`src/rtl/counter_driver.sv`:
```
// Command-side controller for a BCD up/down counter: load or step to a target.
// Define WRAP_PATH_EN to step along the shortest path on the 10-digit ring.
module counter_driver #(
  parameter int STEP_CYCLES = 4,
  parameter int MAX_DIGIT   = 9
) (
  input  logic       clk,
  input  logic       rst_n,
  input  logic       req_valid,
  output logic       req_ready,
  input  logic [3:0] req_target,
  input  logic       req_load,
  input  logic [3:0] count,
  output logic       cnt_en,
  output logic       cnt_up_down,
  output logic       cnt_load,
  output logic [3:0] cnt_data,
  output logic       busy,
  output logic       done,
  output logic       err
);

  typedef enum logic [2:0] {
    IDLE,
    LOAD,
    MOVE,
    WAIT,
    DONE
  } state_t;

  localparam int DW =
    (STEP_CYCLES > 2) ? $clog2(STEP_CYCLES - 1) : 1;
  localparam int SW = $clog2(MAX_DIGIT + 2);

  localparam logic [DW-1:0] DWELL = DW'(STEP_CYCLES - 2);
  localparam logic [SW-1:0] STEP_LIM = SW'(MAX_DIGIT + 1);
  localparam logic [3:0] MAX_D = 4'(MAX_DIGIT);

  state_t        state;
  logic [3:0]    target;
  logic          dir;
  logic [DW-1:0] dwell;
  logic [SW-1:0] steps;
  logic          dir_up;

`ifdef WRAP_PATH_EN
  localparam logic [4:0] RING = 5'(MAX_DIGIT + 1);
  localparam logic [4:0] HALF = 5'((MAX_DIGIT + 1) / 2);
  logic [4:0] up_dist;

  // Distance going up around the ring; ties go up.
  always_comb begin
    up_dist = '0;
    if (req_target >= count)
      up_dist = {1'b0, req_target} - {1'b0, count};
    else
      up_dist = {1'b0, req_target} + RING - {1'b0, count};
    dir_up = (up_dist <= HALF);
  end
`else
  always_comb begin
    dir_up = (req_target > count);
  end
`endif

  always_ff @(posedge clk) begin
    if (!rst_n) begin
      state       <= IDLE;
      target      <= '0;
      dir         <= 1'b0;
      dwell       <= '0;
      steps       <= '0;
      req_ready   <= 1'b0;
      cnt_en      <= 1'b0;
      cnt_up_down <= 1'b0;
      cnt_load    <= 1'b0;
      cnt_data    <= '0;
      busy        <= 1'b0;
      done        <= 1'b0;
      err         <= 1'b0;
    end else begin
      cnt_en   <= 1'b0;
      cnt_load <= 1'b0;
      done     <= 1'b0;
      err      <= 1'b0;
      unique case (state)
        IDLE: begin
          req_ready <= 1'b1;
          busy      <= 1'b0;
          if (req_valid && req_ready) begin
            if (req_target > MAX_D) begin
              err <= 1'b1;
            end else begin
              target    <= req_target;
              dir       <= dir_up;
              steps     <= '0;
              busy      <= 1'b1;
              req_ready <= 1'b0;
              if (req_load)
                state <= LOAD;
              else if (req_target == count)
                state <= DONE;
              else
                state <= MOVE;
            end
          end
        end
        LOAD: begin
          cnt_load <= 1'b1;
          cnt_data <= target;
          state    <= DONE;
        end
        MOVE: begin
          cnt_en      <= 1'b1;
          cnt_up_down <= dir;
          steps       <= steps + 1'b1;
          dwell       <= DWELL;
          state       <= WAIT;
        end
        WAIT: begin
          if (dwell != '0) begin
            dwell <= dwell - 1'b1;
          end else if (count == target) begin
            state <= DONE;
          end else if (steps == STEP_LIM) begin
            // Feedback never matched: give up without done.
            err       <= 1'b1;
            busy      <= 1'b0;
            req_ready <= 1'b1;
            state     <= IDLE;
          end else begin
            state <= MOVE;
          end
        end
        DONE: begin
          done      <= 1'b1;
          busy      <= 1'b0;
          req_ready <= 1'b1;
          state     <= IDLE;
        end
        default: state <= IDLE;
      endcase
    end
  end

endmodule

```
`config.mk`:
```
export PLATFORM = sky130hd
export DESIGN_NAME = counter_driver
export DESIGN_NICKNAME = d
export VERILOG_FILES = /design/src/rtl/counter_driver.sv
export SDC_FILE = /design/constraint.sdc
export NUM_CORES = 1
export LEC_CHECK = 0
export ABC_AREA = 1
export CORE_MARGIN = 4
export CORE_UTILIZATION = 29
export DETAILED_ROUTE_END_ITERATION = 12
export HOLD_SLACK_MARGIN = 0.08
export SLEW_MARGIN = 40
export SYNTH_ARGS = -nofsm -noshare
export SYNTH_HDL_FRONTEND = slang
export SYNTH_SLANG_ARGS = --single-unit
export TNS_END_PERCENT = 100
```
`constraint.sdc`:
```
create_clock -name clk -period 1.4 [get_ports clk]
set_input_delay 0.28 -clock clk [delete_from_list [all_inputs] [get_ports clk]]
set_output_delay 0.28 -clock clk [all_outputs]
set_load 0.05 [all_outputs]
```
==> results of run 1 <==
## flip-flops by register name, indices dropped and copies added, names as in the netlist
| name | cells |
|---|---|
| busy | 1 |
| cnt_data | 4 |
| cnt_en | 1 |
| cnt_load | 1 |
| cnt_up_down | 1 |
| dir | 1 |
| done | 1 |
| dwell | 2 |
| err | 1 |
| req_ready | 1 |
| state | 3 |
| steps | 4 |
| target | 4 |
## power by group
part / switching (mW) / internal (mW) / leakage, nW
Sequential: 0.0845 / 0.803 / 0.204
Combinational: 0.546 / 0.431 / 0.630
Clock: 0.243 / 0.200 / 0.0255
Total: 0.873 / 1.43 / 0.860
## worst max-delay path, delay by kind of cell
kind	cells	cell delay, ns
buf+inv	4	0.73
simple gates	4	0.28
compound gates	1	0.16
## kinds of logic after synthesis
kind of cell / count (synthesis)
compound gates: 39
xor+xnor: 2
fa+ha+maj: 7
simple gates: 71
flops: 25
buf+inv: 32
## synthesized netlist by cell type (2+ instances only)
library cell / number
nand2_1: 36
inv_1: 26
dfxtp_1: 25
a21oi_1: 19
nor2_1: 18
o21ai_0: 14
ha_1: 7
nand3_1: 6
a21oi_2: 3
inv_2: 3
nand2_2: 3
nor2_2: 3
xor2_1: 2
## area by class of cell
class	count	area, um^2
sequential	25	504
clock inverter	1	5.00
multi-input combinational	119	708
clock buffer	3	41.3
inverter	30	113
fill	426	2210
tap	50	62.6
timing repair buffer	37	440
## layer usage
layer / vias up / share of wire / track usage
met1: 544 / 0.50 / 0.151
met3: 5 / 0.023 / 0.0164
met4: 0 / 0.018 / 0.0483
met5: - / 0 / 0
li1: 637 / - / -
met2: 13 / 0.46 / 0.182
## path summary, 6_finish.rpt
path,end,slack [ns],cells past startpoint
hold / removal,target[2]$_SDFFE_PN0P_,0.30,3
setup reg to reg,busy$_SDFFE_PN0P_,0.14,9
setup / recovery,steps[0]$_SDFFE_PN0P_,0.12,9
hold reg to reg,dwell[0]$_SDFFE_PN0P_,0.47,1
## what timing repair did
| action | CTS | global route |
|---|---|---|
| endpoints found under the setup margin | 8 | 14 |
| resized for setup | 11 | 19 |
| hold buffers | 0 | 0 |
| buffers inserted | 1 | 0 |
| pin swaps | 2 | 2 |
| endpoints found under the hold margin | 0 | 0 |
==> qor.csv, run 1 <==
stage,metric,value,unit
synthesis,syn_area_per_cell,7.12,um^2
worst_setup_path,Startpoint Class,input pin,
clocking,clock sink total,25,
synthesis,post-synth top area cell,dfxtp_1,
die,die area,5440,um^2
synthesis,synthesized flop and latch total,25,
synthesis,simple-gate share of the synthesized area,0.251,
global_route,number of global-route vias before repair,1153,
synthesis,Syn Nets,195,
clocking,Root Driver,clkbuf_8,
route,routed len/inst,10.5,um
worst_setup_path,worst reg2reg path startpoint,steps[0]$_SDFFE_PN0P_,
synthesis,Synth Area in Compound Gates,0.169,
timing,final clock skew,0.00509,ns
timing,Final Setup Violations,0,
clocking,clock-pin slew on the worst setup and hold paths,0.09,ns
timing,hold slack,0.300,ns
route,# DRC,0,
synthesis,Synth Area in XOR/XNOR,0.0140,
cells_and_area,layout cell share with drive strength beyond 1,0.298,
timing,worst rel slew slack,0.774,
synthesis,Synth top area share,0.399,
cells_and_area,fin util,0.459,
worst_setup_path,CP Capture Type,register,
route,DRT iter0 DRCs,35,
global_route,number of antenna violations at the first check in global routing,0,
cells_and_area,Final Net Count,235,
synthesis,Area contributors post-synth,"dfxtp_1 (40%), nand2_1 (11%), inv_1 (7.8%), a21oi_1 (7.6%), ha_1 (7.0%)",
timing,PnR worst setup slack,0.119,ns
min_path,Hold Path Class,input pin to register,
cells_and_area,final non-filler cell total,265,
synthesis,Synth Cell Area,1250,um^2
die,die span in x,73.8,um
worst_setup_path,WP data required,1.57,ns
clocking,TritonCTS clock tree,built,
clocking,CTS Buffer Depth,2,
synthesis,commonest register cell after synthesis,dfxtp_1,
placement,placed cell area,1740,um^2
cells_and_area,most frequent cells in the layout,"nand2_1 (35), inv_1 (24), dfxtp_1 (22)",
global_route,GRT Overall Usage,0.114,
route,router iterations before antenna repair,4,
placement,DP HPWL,2.18,mm
global_route,grt total ovfl,0,
cells_and_area,final instance area,1870,um^2
die,Initial Util,0.307,
placement,post-placement cell count,260,
pwr,Max VDD drop,0.499,mV
synthesis,register area share after synthesis,0.399,
synthesis,Ys Warns,0,
route,Final ANT Viol Nets,0,
synthesis,number of flops mapped to enable cells by yosys,0,
worst_setup_path,CP max FO,3,
worst_setup_path,most frequent cell on the critical path,nand2_1,
cells_and_area,"commonest non-fill, non-tap cell in the layout",nand2_1,
worst_setup_path,CP Launch Point,req_valid,
pwr,total power draw,2.31,mW
clocking,CTS Buf Count,3,
synthesis,Yosys cell types,24,
timing,final hold vios,0,
timing,period utilization,0.915,
pwr,PD cells,1230,nW/um^2
timing,Tmin final,1.28,ns
run_status,outcome,"finished, final reports clean",
flow_run,Max Cap Violations,0,
worst_setup_path,worst endpoint data arrival time,1.45,ns
timing,Final Max Tran Viols,0,
worst_setup_path,critical path's slowest cell,clkdlybuf4s50_1,
timing,fmax,780,MHz
die,Die Span Y,73.8,um
global_route,global-route wire length before repair,4.85,mm
min_path,Hold Crit Start,req_target[2],
cells_and_area,Area growth syn-to-layout,49.5,%
placement,Setup WS pre-CTS,-0.383,ns
worst_setup_path,CP cell instances,clkdlybuf4s50_1 -> nand2_1 -> inv_1 -> nand2_1 -> buf_4 -> nand2_2 -> nand2_1 -> o21ai_0 -> inv_1,
clocking,clock latency on the worst-skew pair,0.28,ns
synthesis,Cells after Synth,176,
synthesis,largest family of logic cells by synthesized area,simple AND/OR/NAND/NOR gates,
die,Site Rows,23,
route,Via-to-Cell Ratio,4.52,
die,core region area,4090,um^2
placement,Port-buffer cells,22,
synthesis,fraction of registers with async set/reset,0,
die,I/O Pins,23,
route,via count,1199,
placement,RePlAce Congestion,0.759,
worst_setup_path,max incr delay on CP,0.48,ns
timing,worst-margin pin slew,0.337,ns
clocking,H-Tree Level Count,1,
timing,RSZ-0062 raised after global routing,no,
synthesis,mux cell area share after synthesis,0,
pwr,static leakage,0.860,nW
global_route,largest net degree at the start of global routing,15,
route,Post-Route WL,2.79,mm
worst_setup_path,critical path class,input pin to register,
timing,final setup TNS,0,ns
cells_and_area,ant diodes,0,
synthesis,Post-Synth Adder-Cell Area,0.0699,
Power figures use the tool's default switching activity.
==> run 2, diff against run 1 <==
==> constraint.sdc (replaced) <==
create_clock -name clk -period 1.4 [get_ports clk]
set_input_delay 0.14 -clock clk [delete_from_list [all_inputs] [get_ports clk]]
set_output_delay 0.14 -clock clk [all_outputs]
set_load 0.05 [all_outputs]
==> run 2 against run 1 <==
Against the previous run:
- first-iteration DRC count is 54% higher
- global-route usage shrank 0.59 points
- worst hold slack worse by 0.042 ns
- flip-flop and latch count unchanged
- design area fell by 8.8%
- clock skew shrank 0.0017 ns
- clock power hardly changed
- critical path type is now register to register
- critical endpoint is now req_ready$_SDFFE_PN0P_
- highest routed layer unchanged
==> qor.csv, run 2 (synthesized netlist as in run 1, its figures left out) <==
stage,metric,value,unit
global_route,global-route wire length before repair,4.53,mm
pwr,static leakage,0.821,nW
clocking,hold_buf cts,0,
die,die area,5440,um^2
die,Site Rows,23,
cells_and_area,layout cell share with drive strength beyond 1,0.271,
flow_run,Max Cap Violations,0,
min_path,Hold Crit Start,req_target[1],
route,via count,1176,
die,Die Span Y,73.8,um
cells_and_area,final non-filler cell total,264,
timing,Tmin final,1.31,ns
placement,placed cell area,1600,um^2
cells_and_area,Reg area,503,um^2
timing,period utilization,0.936,
global_route,number of global-route vias before repair,1010,
global_route,largest net degree at the start of global routing,14,
route,Post-Route WL,2.76,mm
min_path,Hold Path Class,input pin to register,
route,# DRC,0,
cells_and_area,"commonest non-fill, non-tap cell in the layout",nand2_1,
cells_and_area,Area growth syn-to-layout,36.3,%
timing,final hold vios,0,
worst_setup_path,most frequent cell on the critical path,nand2_1,
pwr,total power draw,2.13,mW
clocking,CTS Buffer Depth,2,
global_route,GRT Overall Usage,0.108,
placement,DP HPWL,2.13,mm
timing,Final Max Tran Viols,0,
clocking,TritonCTS clock tree,built,
die,Initial Util,0.307,
clocking,H-Tree Level Count,1,
cells_and_area,final instance area,1710,um^2
worst_setup_path,r2r setup slk,0.09,ns
cells_and_area,Multi-input gate area,678,um^2
worst_setup_path,critical path's slowest cell,dfxtp_2,
clocking,clock latency on the worst-skew pair,0.27,ns
worst_setup_path,WP data required,1.57,ns
global_route,number of antenna violations at the first check in global routing,0,
worst_setup_path,worst endpoint data arrival time,1.49,ns
die,die span in x,73.8,um
timing,Final Setup Violations,0,
route,router iterations before antenna repair,4,
worst_setup_path,CP cell instances,inv_2 -> ha_1 -> nand2_1 -> nor2_2 -> a21oi_2 -> nor2_1 -> nand2_1 -> nand2_1 -> a21oi_2,
pwr,Max VDD drop,0.596,mV
worst_setup_path,CP max FO,3,
global_route,grt total ovfl,0,
die,I/O Pins,23,
min_path,Hold Path End,target[1]$_SDFFE_PN0P_,
timing,fmax,763,MHz
worst_setup_path,critical path class,register to register,
placement,RePlAce Congestion,0.828,
placement,post-placement cell count,259,
route,DRT iter0 DRCs,54,
clocking,Root Driver,clkbuf_8,
worst_setup_path,Startpoint Class,register,
placement,Port-buffer cells,22,
die,core region area,4090,um^2
cells_and_area,Regs by FF count,"cnt_data: 4 flops, steps: 4 flops, target: 4 flops",
clocking,CTS Buf Count,3,
clocking,clock-pin slew on the worst setup and hold paths,0.09,ns
worst_setup_path,Reg2Reg Capture Point,req_ready$_SDFFE_PN0P_,
pwr,PD cells,1250,nW/um^2
cells_and_area,fillers,436,
timing,worst-margin pin slew,0.261,ns
worst_setup_path,max incr delay on CP,0.34,ns
run_status,outcome,"finished, final reports clean",
cells_and_area,Final Net Count,234,
min_path,WHS Path Cells,3,
cells_and_area,ant diodes,0,
cells_and_area,most frequent cells in the layout,"nand2_1 (35), buf_4 (25), inv_1 (23), dfxtp_1 (23), a21oi_1 (18)",
worst_setup_path,Worst R2R Path Depth,9,
route,routed len/inst,10.4,um
worst_setup_path,worst reg2reg path startpoint,steps[0]$_SDFFE_PN0P_,
clocking,clock sink total,25,
worst_setup_path,CP Capture Type,register,
timing,final clock skew,0.00341,ns
route,Final ANT Viol Nets,0,
route,Via-to-Cell Ratio,4.45,
timing,RSZ-0062 raised after global routing,yes,
timing,worst rel slew slack,0.825,
-- run 2: final cells by class --
class | instances | share of cell area
multi-input combinational | 119 | 0.397
tap | 50 | 0.0366
inverter | 30 | 0.0659
timing repair buffer | 36 | 0.180
clock buffer | 4 | 0.0264
sequential | 25 | 0.294
-- run 2: where the power goes --
part,switching (mW),internal (mW)
Combinational,0.531,0.295
Sequential,0.0555,0.802
Clock,0.242,0.204
Total,0.829,1.30
-- run 2: worst max-delay path by stage --
| stage | startpoint | endpoint | cells past startpoint |
|---|---|---|---|
| after floorplan | req_ready$_SDFFE_PN0P_ | target[3]$_SDFFE_PN0P_ | 7 |
| after global placement | count[3] | state[1]$_SDFFE_PN0P_ | 10 |
| final | steps[0]$_SDFFE_PN0P_ | req_ready$_SDFFE_PN0P_ | 9 |
| after CTS | count[3] | state[1]$_SDFFE_PN0P_ | 10 |
| after global routing | steps[0]$_SDFFE_PN0P_ | req_ready$_SDFFE_PN0P_ | 9 |
| after detailed placement | count[3] | state[1]$_SDFFE_PN0P_ | 10 |
-- run 2: repair_timing --
action / 4_1_cts / 5_1_grt
gates resized for setup: 0 / 19
setup buffers: 0 / 1
setup endpoints to repair: 0 / 13
-- run 2: critical path: cells and delay by family (launching register included) --
kind	cells	cell delay (ns)
adder cells (fa/ha/maj)	1	0.14
AO/OA/AOI/OAI	2	0.13
AND/OR/NAND/NOR	5	0.55
flip-flops	1	0.34
buffers and inverters	1	0.07
-- run 2: per-layer routing --
metal | wire length (um) | GRT usage | vias up
met4 | 57 | 0.0543 | 0
li1 | - | - | 637
met2 | 1200 | 0.153 | 15
met1 | 1400 | 0.154 | 519
met3 | 90 | 0.0205 | 5
met5 | 0 | 0 | -
-- run 2: per-stage QoR --
step | worst slack [ns] | util | TNS [ns] | hold slack [ns]
final | 0.0889 | 0.418 | 0 | 0.259
after global routing | -0.0140 | 0.418 | -0.0261 | 0.295
after CTS | 0.0363 | 0.402 | 0 | 0.455
after detailed placement | -0.251 | 0.391 | -2.36 | 0.443
after global placement | -0.243 | 0.391 | -2.25 | 0.437
after floorplan | 0.174 | - | 0 | 0.253
